--- src/rtl/reg_file_16x16.sv ---
// 16-entry register file with one synchronous write port and two
// combinational read ports. Register 0 can be hardwired to zero, and a
// write-through bypass can forward WriteData to a matching read port
// in the same cycle.
module reg_file_16x16 #(
  parameter int WIDTH   = 16,
  parameter bit ZERO_R0 = 1'b1,
  parameter bit BYPASS  = 1'b1
) (
  input  logic             CLK,
  input  logic             Reset,
  input  logic             WriteEn,
  input  logic [3:0]       WriteAddr,
  input  logic [WIDTH-1:0] WriteData,
  input  logic [3:0]       ReadAddrA,
  input  logic [3:0]       ReadAddrB,
  output logic [WIDTH-1:0] ReadDataA,
  output logic [WIDTH-1:0] ReadDataB,
  output logic             WriteAck
);

  logic [WIDTH-1:0] regs [16];
  logic             wr_allowed;

  // A write to R0 is dropped when R0 is hardwired; the ack still fires.
  assign wr_allowed = (WriteAddr != 4'd0) || !ZERO_R0;

  // Storage update; a plain if() means a non-1 strobe never writes anything.
  always_ff @(posedge CLK or posedge Reset) begin
    if (Reset) begin
      for (int i = 0; i < 16; i++) begin
        regs[i] <= '0;
      end
    end else if (WriteEn && wr_allowed) begin
      regs[WriteAddr] <= WriteData;
    end
  end

  // Write acknowledge: one-cycle-delayed copy of the write strobe.
  always_ff @(posedge CLK or posedge Reset) begin
    if (Reset) begin
      WriteAck <= 1'b0;
    end else begin
      WriteAck <= WriteEn;
    end
  end

  // Read port A: stored word, optionally forwarded write data, zero for R0.
  always_comb begin
    ReadDataA = regs[ReadAddrA];
    if (BYPASS && WriteEn && (WriteAddr == ReadAddrA)) begin
      ReadDataA = WriteData;
    end
    if (ZERO_R0 && (ReadAddrA == 4'd0)) begin
      ReadDataA = '0;
    end
  end

  // Read port B: same selection as port A, independent address.
  always_comb begin
    ReadDataB = regs[ReadAddrB];
    if (BYPASS && WriteEn && (WriteAddr == ReadAddrB)) begin
      ReadDataB = WriteData;
    end
    if (ZERO_R0 && (ReadAddrB == 4'd0)) begin
      ReadDataB = '0;
    end
  end

endmodule

--- config.mk ---
export PLATFORM = sky130hd
export DESIGN_NAME = reg_file_16x16
export DESIGN_NICKNAME = d
export VERILOG_FILES = /design/src/rtl/reg_file_16x16.sv
export SDC_FILE = /design/constraint.sdc
export NUM_CORES = 1
export LEC_CHECK = 0
export CAP_MARGIN = 20
export CORE_MARGIN = 2
export CORE_UTILIZATION = 61
export CTS_CLUSTER_SIZE = 14
export DETAILED_ROUTE_END_ITERATION = 12
export GPL_TIMING_DRIVEN = 0
export PLACE_DENSITY = 0.8
export SETUP_SLACK_MARGIN = 0.02
export SKIP_CTS_REPAIR_TIMING = 1
export SLEW_MARGIN = 20
export SYNTH_ARGS = -nofsm -noshare
export SYNTH_HDL_FRONTEND = slang
export SYNTH_SLANG_ARGS = --single-unit
export TNS_END_PERCENT = 100
--- constraint.sdc ---
create_clock -name CLK -period 9.95 [get_ports CLK]
set_clock_uncertainty 0.1 [all_clocks]
set_input_delay 1.4925 -clock CLK [delete_from_list [all_inputs] [get_ports CLK]]
set_output_delay 1.4925 -clock CLK [all_outputs]
set_load 0.01 [all_outputs]
==> metrics.txt, run 1 <==
final slew viol count=0; VDD IR max=0.000146 V; synthesized flop and latch total=257; HPWL after detailed placement=28400 microns; ys flop type=dfrtp_1; worst slack, placed=4.01 ns; drt total wl=39300 microns; Clock Pin Slew Worst Setup and Hold Paths=0.06 ns; XOR/XNOR Fraction of Synth Area=0.00495; Worst EP required=8.36 ns; vias in the first global route=a little over 10000; synthesized area=between 10000 and 15000 sq um; total track usage=0.331; Non-Filler Instances=around 1400; Pwr Density=approximately 200 nW/um^2; commonest non-fill, non-tap cell in the layout=dfrtp_1; family with the most delay on the worst path=buffers and inverters; fin nets=1171; Worst Setup End Kind=output port; post-synthesis compound-gate area fraction=0.0762; status=finished clean; DRC=0; Die Y=around 160 microns; synthesized instance count=1051; Synth cell types=30; CTS tree=done; Die X=156 microns; DRT antenna net count=0; wire per inst=~27 microns; Post-synth EDFFs=0; worst skew pair latency=0.55 ns; Final Setup Violations=0; dominant cell type by area after synthesis=dfrtp_1; I/O Buffers=between 50 and 60; Clock Path Buffers=3; RSZ-0062 raised after global routing=no; Power, Total=around 3200 uW; row count=55; cells along the critical path=clkdlybuf4s50_1, buf_2, nand3b_1, buf_2, o22ai_1, a211oi_1, a31oi_1, clkdlybuf4s50_1; Adder-Cell Fraction of Synth Area=0; clk root buf=clkbuf_16; DP Cell Count=1395; Vias/cell=6.92; sequential share of the synthesized area=0.454; Tcrit/Tclk final=0.616; clk sinks=257; top cells by area, synth=dfrtp_1, mux2_2, mux4_2; crit path max fanout=10; fraction of registers with async set/reset=1.00; most frequent cells in the layout=dfrtp_1, mux2_2, mux2i_1, mux4_2, o22ai_1; FILL cells=~1500; crit path kind=in -> out; drt first pass iters=5; fmax=roughly 160 MHz; Lkg Pwr=0.00686 uW; core area=22700 sq um; diodes inserted=0; Worst Setup Slack, final=between 3 and 4 ns; via count=9962; Num CTS Buffers=28; largest family of logic cells by synthesized area=multiplexers; CP peak stage delay=roughly 0.53 ns; die area=approximately 24000 sq um; largest net degree at the start of global routing=99; Hold WC Path Type=reg -> reg; relative slew slack=0.586; Hold Violations, Final=0; Max stage delay cell, worst path=clkdlybuf4s50_1; routability congestion estimate=0.949; post-synthesis mux area share=0.393; starting density of the core=0.624; IO Count=64; Worst Tran Pin Value=0.621 ns; antenna violations before repair=0; Area growth, synth to finish=13.1%; Avg Inst Size Synth=between 10 and 15 sq um; layout cells sized above 1=0.372; Final min period=6.13 ns; crit path launch type=primary input; first-pass GRT wire length=61100 microns; Syn Nets=1082; MaxCap Viol Count=0; CP arrival=4.54 ns; H-tree depth=1; total gr overflow=0; DR iter-0 viols=851; area share of the largest cell type after synthesis=0.454; Post-Synth Simple-Gate Area=0.0299; Syn. warnings=0; worst path bufs/invs=4
## report_power, final
part | total, uW | leakage [uW] | switching (uW) | internal [uW]
registers | 1460 | 0.00318 | 181 | 1270
clock network | 994 | 0.000429 | 418 | 576
logic | 794 | 0.00325 | 332 | 462
## cells by family (layout without fill, tap and decap cells)
kind of cell | count (synthesis) | after routing
multiplexers | 434 | 434
XOR/XNOR | 8 | 8
flip-flops | 257 | 257
AND/OR/NAND/NOR | 70 | 70
buffers and inverters | 122 | 226
AO/OA/AOI/OAI | 160 | 160
## layout make-up
cell class	count	area (sq um)	share of cell area
repair buffers	59	626	0.0391
clock buffers	41	841	0.0525
inverters	1	11.3	0.000703
plain buffers	121	594	0.0371
flip-flops and latches	257	6430	0.402
well taps	285	357	0.0223
clock inverters	4	20.0	0.00125
multi-input cells	672	7130	0.445
## synthesized netlist by cell type, types with 3 or more instances
cell and n:
o31ai_1 32, nand2_1 3, nor2b_1 3, dfrtp_1 257, or3b_1 4, a31oi_1 30, or2_1 4, mux4_2 64
nand3_1 30, buf_2 61, or3_1 5, nand3_2 3, nand3b_1 3, o22ai_1 64, nor2_2 9, nand2b_1 4
clkbuf_1 47, buf_6 6, mux2_4 30, buf_4 5, mux2_2 208, mux2i_1 128, xnor2_1 8, mux2_1 4
a211oi_1 32
## stage by stage
stage / area [sq um] / TNS, ns / util / hold WS, ns
floorplan: 14200 / 0 / - / 0.349
global placement: 15100 / -465.55 / 0.664 / 0.359
detailed placement: 15200 / 0 / 0.667 / 0.371
CTS: 16000 / 0 / 0.705 / 0.383
global route: 16000 / 0 / 0.705 / 0.403
finish: 16000 / 0 / 0.705 / 0.383
## registers in the layout, summed over array words and instances, names as in the netlist
name,flops
WriteAck,1
regs,256
## per-layer routing
metal,global-route usage,part of all wire,up-vias
met4,0.104,0.027,0
met5,0,0,-
li1,-,-,4208
met2,0.533,0.48,528
met3,0.0601,0.083,89
met1,0.463,0.41,5137
## final timing paths
kind	startpoint	slack (ns)	cells after the start	endpoint
setup / recovery	ReadAddrA[3]	3.82	8	ReadDataA[9]
hold / removal	regs[254]	0.38	1	regs[254]
max in group asynchronous	Reset	7.13	4	regs[216]
min in group asynchronous	Reset	1.30	2	regs[0]
setup reg to reg	regs[208]	9.02	1	regs[208]
hold reg to reg	regs[254]	0.38	1	regs[254]
Power figures use the tool's default switching activity.
==> run 2, diff against run 1 <==
clock period = 5.9 ns   (was 9.95 ns; I/O delays follow)
==> metrics.txt, run 2 (synthesized netlist as in run 1, its figures left out) <==
die area=24500 sq um (unchanged); antenna violations before repair=0 (unchanged); via count=10000 (+0.81%); net switching power=1600 uW (+72%); Fin Hold WS=0.380 ns (-0.00247 ns); Area growth, synth to finish=15.0%; CP arrival=4.05 ns (-0.49 ns); sequential power share=0.430 (-0.019); Logic pwr share=0.236 (-0.009); MaxCap Viol Count=0 (unchanged); placed inst area=15300 sq um (+0.77%); RSZ-0062 raised after global routing=no; status=finished clean; final slew viol count=0 (unchanged); HPWL after detailed placement=28800 microns (+1.6%); Pwr Density=351 nW/um^2 (+73%); DRT antenna net count=0 (unchanged); M2 GR Usage=0.539 (+0.00629); Max stage delay cell, worst path=clkdlybuf4s50_1; largest register by flop count=regs; CTS tree=done; most frequent cells in the layout=dfrtp_1, mux2_2, mux2i_1, mux4_2, o22ai_1; clock network power share=0.334 (+0.028); clk sinks=257 (unchanged); clk root buf=clkbuf_16; Worst Tran Pin Value=0.604 ns (-0.0164 ns); biggest registers after layout=regs x256, WriteAck x1; Worst EP required=4.91 ns (-3.45 ns); largest net degree at the start of global routing=35 (-65%); met1 global-route usage=0.467 (+0.00431); Final min period=5.03 ns; Hold Violations, Final=0 (unchanged); Final Setup Violations=0 (unchanged); Vias/cell=6.92 (about the same); layout cells sized above 1=0.379 (+0.00645); cells along the critical path=clkdlybuf4s50_1, buf_2, nand3b_1, buf_2, o22ai_1, a211oi_1, a31oi_1, clkdlybuf4s50_1; first-pass GRT wire length=61800 microns (+1.2%); fmax=199 MHz; IO Count=64 (unchanged); Finished Cell Area=16300 sq um (+1.7%); routability congestion estimate=0.937 (-1.2%); Power, Total=5720 uW (+76%); DRC=0 (unchanged); grt peak-use layer=met2; starting density of the core=0.624 (unchanged); Non-Filler Instances=1452 (+0.83%); Int Pwr=4120 uW (+78%); crit path launch type=primary input; Tcrit/Tclk final=0.853; crit path max fanout=10 (unchanged); crit path kind=in -> out; diodes inserted=0 (unchanged); DP Cell Count=1401 (+0.43%); Clock Pin Slew Worst Setup and Hold Paths=0.06 ns (about the same); wire per inst=27.3 microns (about the same); Worst Setup End Kind=output port; vias in the first global route=10300 (+0.47%); H-tree depth=1 (unchanged); GR Util met3=0.0601 (unchanged); core area=22700 sq um (unchanged); CP peak stage delay=0.55 ns (+0.02 ns); Die Y=156 microns (unchanged); drt total wl=39600 microns (+0.74%); Clock Path Buffers=3 (unchanged); total gr overflow=0 (unchanged); worst skew pair latency=0.54 ns (about the same); total track usage=0.335 (+0.00349); row count=55 (unchanged); DR iter-0 viols=958 (+13%); commonest non-fill, non-tap cell in the layout=dfrtp_1; VDD IR max=0.000307 V (+110%); Sw Ratio=0.279 (-0.00770); Die X=156 microns (unchanged); Lkg Pwr=0.00698 uW (+1.7%); fin nets=1177 (+0.51%); relative slew slack=0.597 (+0.0109); max reg flops=256 (unchanged); I/O Buffers=57 (unchanged); Num CTS Buffers=28 (unchanged); Hold WC Path Type=reg -> reg; drt first pass iters=5 (unchanged)
[run 2: per-stage QoR]
step            util  setup TNS, ns  worst slack, ns
6_report       0.717              0            0.868
5_1_grt        0.717              0            0.909
4_1_cts        0.717              0            0.995
3_5_place_dp   0.672              0             1.13
3_3_place_gp   0.665         -72.47           -0.299
2_1_floorplan      -              0             1.53
[run 2: power by group through the flow]
stage	Sequential, uW	Combinational (uW)	Clock [uW]
global route	2500	1430	2000
global placement	2430	1270	0
finish	2460	1350	1910
CTS	2440	1340	1910
floorplan	2370	965	0
detailed placement	2460	1320	0
[run 2: layout make-up]
cell class                      count  area (sq um)
Fill cell                        1514          6430
Inverter                            1          7.51
Multi-Input combinational cell    672          7130
Clock inverter                      8           146
Sequential cell                   257          6430
Clock buffer                       43           868
Tap cell                          285           357
Buffer                            121           594
Timing Repair Buffer               65           746
[run 2: worst paths after layout]
check	from	to	slack (ns)	depth (start not counted)
max	ReadAddrA[3]	ReadDataA[5]	0.87	8
min	regs[246]	regs[246]	0.38	1
max reg2reg	regs[231]	regs[231]	4.97	1
min reg2reg	regs[246]	regs[246]	0.38	1
max in group asynchronous	Reset	regs[246]	4.05	5
min in group asynchronous	Reset	regs[1]	0.66	2
[run 2: routing by layer]
metal | vias to the layer above | part of all wire | routed length, microns
met5 | - | 0 | 0
met4 | 0 | 0.026 | 1030
met3 | 89 | 0.080 | 3160
met2 | 553 | 0.48 | 19100
met1 | 5171 | 0.41 | 16300
li1 | 4230 | - | -
[run 2: critical path, delay by kind of cell]
| kind | cells | cell delay (ns) |
|---|---|---|
| AOI/OAI and AO/OA | 3 | 0.93 |
| buffers and inverters | 4 | 1.80 |
| and+or+nand+nor | 1 | 0.41 |
==> run 3, diff against run 2 <==
CORE_MARGIN = 4   (was 2)
CTS_CLUSTER_SIZE = default   (was 14)
==> metrics.txt, run 3 (synthesized netlist as in run 1, its figures left out) <==
status=finished clean; crit path from=ReadAddrA[3]; DRT antenna net count=0 (unchanged); Clock Path Buffers=3 (unchanged); via count=10000 (-0.050%); CP arrival=4.00 ns (-0.05 ns); Sw Ratio=0.278 (-0.000997); Pwr Density=350 nW/um^2 (-0.47%); drt total wl=39800 microns (+0.67%); DR iter-0 viols=908 (-5.2%); reg2reg path depth=1 (unchanged); net switching power=1580 uW (-1.0%); RR Endpoint=regs[208]; layout cells sized above 1=0.378 (-0.000533); Die Y=160 microns (+2.6%); relative slew slack=0.608 (+0.0115); total track usage=0.314 (-0.0208); Final min period=4.99 ns (-0.0428 ns); final slew viol count=0 (unchanged); antenna violations before repair=0 (unchanged); FILL cells=1499 (-0.99%); biggest registers after layout=regs x256, WriteAck x1; starting density of the core=0.624 (unchanged); row count=55 (unchanged); Worst Tran Pin Value=0.587 ns (-0.0172 ns); Worst Setup End Kind=output port; core area=22700 sq um (unchanged); RSZ-0062 raised after global routing=no; wire per inst=27.5 microns (+0.74%); DP Cell Count=1401 (unchanged); most frequent cells in the layout=dfrtp_1, mux2_2, mux2i_1, mux4_2, o22ai_1; CP peak stage delay=0.55 ns (about the same); max reg flops=256 (unchanged); Clock Pin Slew Worst Setup and Hold Paths=0.06 ns (about the same); reg2reg start=regs[208]; worst skew pair latency=0.54 ns (about the same); H-tree depth=1 (unchanged); MaxCap Viol Count=0 (unchanged); total gr overflow=0 (unchanged); Final Setup Violations=0 (unchanged); Worst EP required=4.91 ns (about the same); crit path launch type=primary input; clock network power share=0.330 (-0.004); CTS tree=done; crit path kind=in -> out; Critical path destination=ReadDataA[9]; Hold Violations, Final=0 (unchanged); cells along the critical path=clkdlybuf4s50_1, buf_2, nand3b_1, buf_2, o22ai_1, a211oi_1, a31oi_1, clkdlybuf4s50_1; routability congestion estimate=0.875 (-6.7%); IO Count=64 (unchanged); Lkg Pwr=0.00696 uW (-0.19%); drt first pass iters=5 (unchanged); Power, Total=5680 uW (-0.69%); clk root buf=clkbuf_16; Num CTS Buffers=28 (unchanged); DRC=0 (unchanged); Max stage delay cell, worst path=clkdlybuf4s50_1; VDD IR max=0.000265 V (-14%); Hold WC Path Type=reg -> reg; Vias/cell=6.92 (about the same); Sum Neg Setup Slack=0 ns (unchanged); first-pass GRT wire length=63000 microns (+1.9%); diodes inserted=0 (unchanged); clk sinks=257 (unchanged); vias in the first global route=10500 (+2.1%); Util after Layout=0.715 (-0.00154); largest net degree at the start of global routing=35 (unchanged); die area=25700 sq um (+5.2%); sequential power share=0.433 (+0.003); r2r setup slk=4.97 ns (about the same); largest register by flop count=regs; crit path max fanout=10 (unchanged); HPWL after detailed placement=29100 microns (+0.95%); fmax=200 MHz (+0.86%); Tcrit/Tclk final=0.846 (-0.00726); Die X=160 microns (+2.6%); commonest non-fill, non-tap cell in the layout=dfrtp_1; Area growth, synth to finish=14.7%; fin nets=1177 (unchanged); Logic pwr share=0.237 (about the same); I/O Buffers=57 (unchanged); Int Pwr=4100 uW (-0.55%); Non-Filler Instances=1451 (-0.069%)
## run 3: cell types whose count changed in the layout (fill, tap and decap cells not counted)
cell | previous run | this run
clkbuf_8 | 9 | 4
bufinv_16 | 4 | 5
clkinv_4 | 1 | 0
buf_12 | 6 | 7
clkinv_2 | 2 | 6
buf_16 | 2 | 1
## run 3: power groups by stage
stage                     registers (uW)  logic [uW]  clock network [uW]
after floorplan                     2370         965                   0
after global placement              2430        1270                   0
after detailed placement            2460        1320                   0
after CTS                           2440        1340                1880
after global routing                2500        1440                1960
final                               2460        1350                1870
## run 3: worst min path at each step
stage / endpoint / cells after the start / start
after floorplan: regs[240] / 1 / regs[240]
after global placement: regs[246] / 1 / regs[246]
after detailed placement: regs[247] / 1 / regs[247]
after CTS: regs[246] / 1 / regs[246]
after global routing: regs[247] / 1 / regs[247]
final: regs[250] / 1 / regs[250]
## run 3: critical path: cells and delay by family
family	cells	cell delay (ns)
buffers and inverters	4	1.80
AOI/OAI and AO/OA	3	0.87
and+or+nand+nor	1	0.42
## run 3: metal layers
metal	global-route usage	routed length, microns	up-vias
met3	0.0482	3190	116
met2	0.516	19100	540
met1	0.436	16100	5158
met4	0.0993	1430	0
li1	-	-	4224
met5	0	0	-
## run 3: cell type report
| cell class | count | area (sq um) | share of cell area |
|---|---|---|---|
| Timing Repair Buffer | 65 | 738 | 0.0454 |
| Inverter | 1 | 7.51 | 0.000462 |
| Multi-Input combinational cell | 672 | 7130 | 0.439 |
| Tap cell | 285 | 357 | 0.0219 |
| Buffer | 121 | 594 | 0.0366 |
| Sequential cell | 257 | 6430 | 0.396 |
| Clock buffer | 38 | 800 | 0.0492 |
| Clock inverter | 12 | 188 | 0.0116 |
## run 3: metrics by stage
stage / setup WS [ns] / instance area (sq um) / hold WS [ns]
detailed placement: 1.10 / 15300 / 0.369
CTS: 1.08 / 16200 / 0.384
global placement: -0.323 / 15100 / 0.359
floorplan: 1.53 / 14200 / 0.349
finish: 0.911 / 16200 / 0.382
global route: 0.856 / 16200 / 0.405
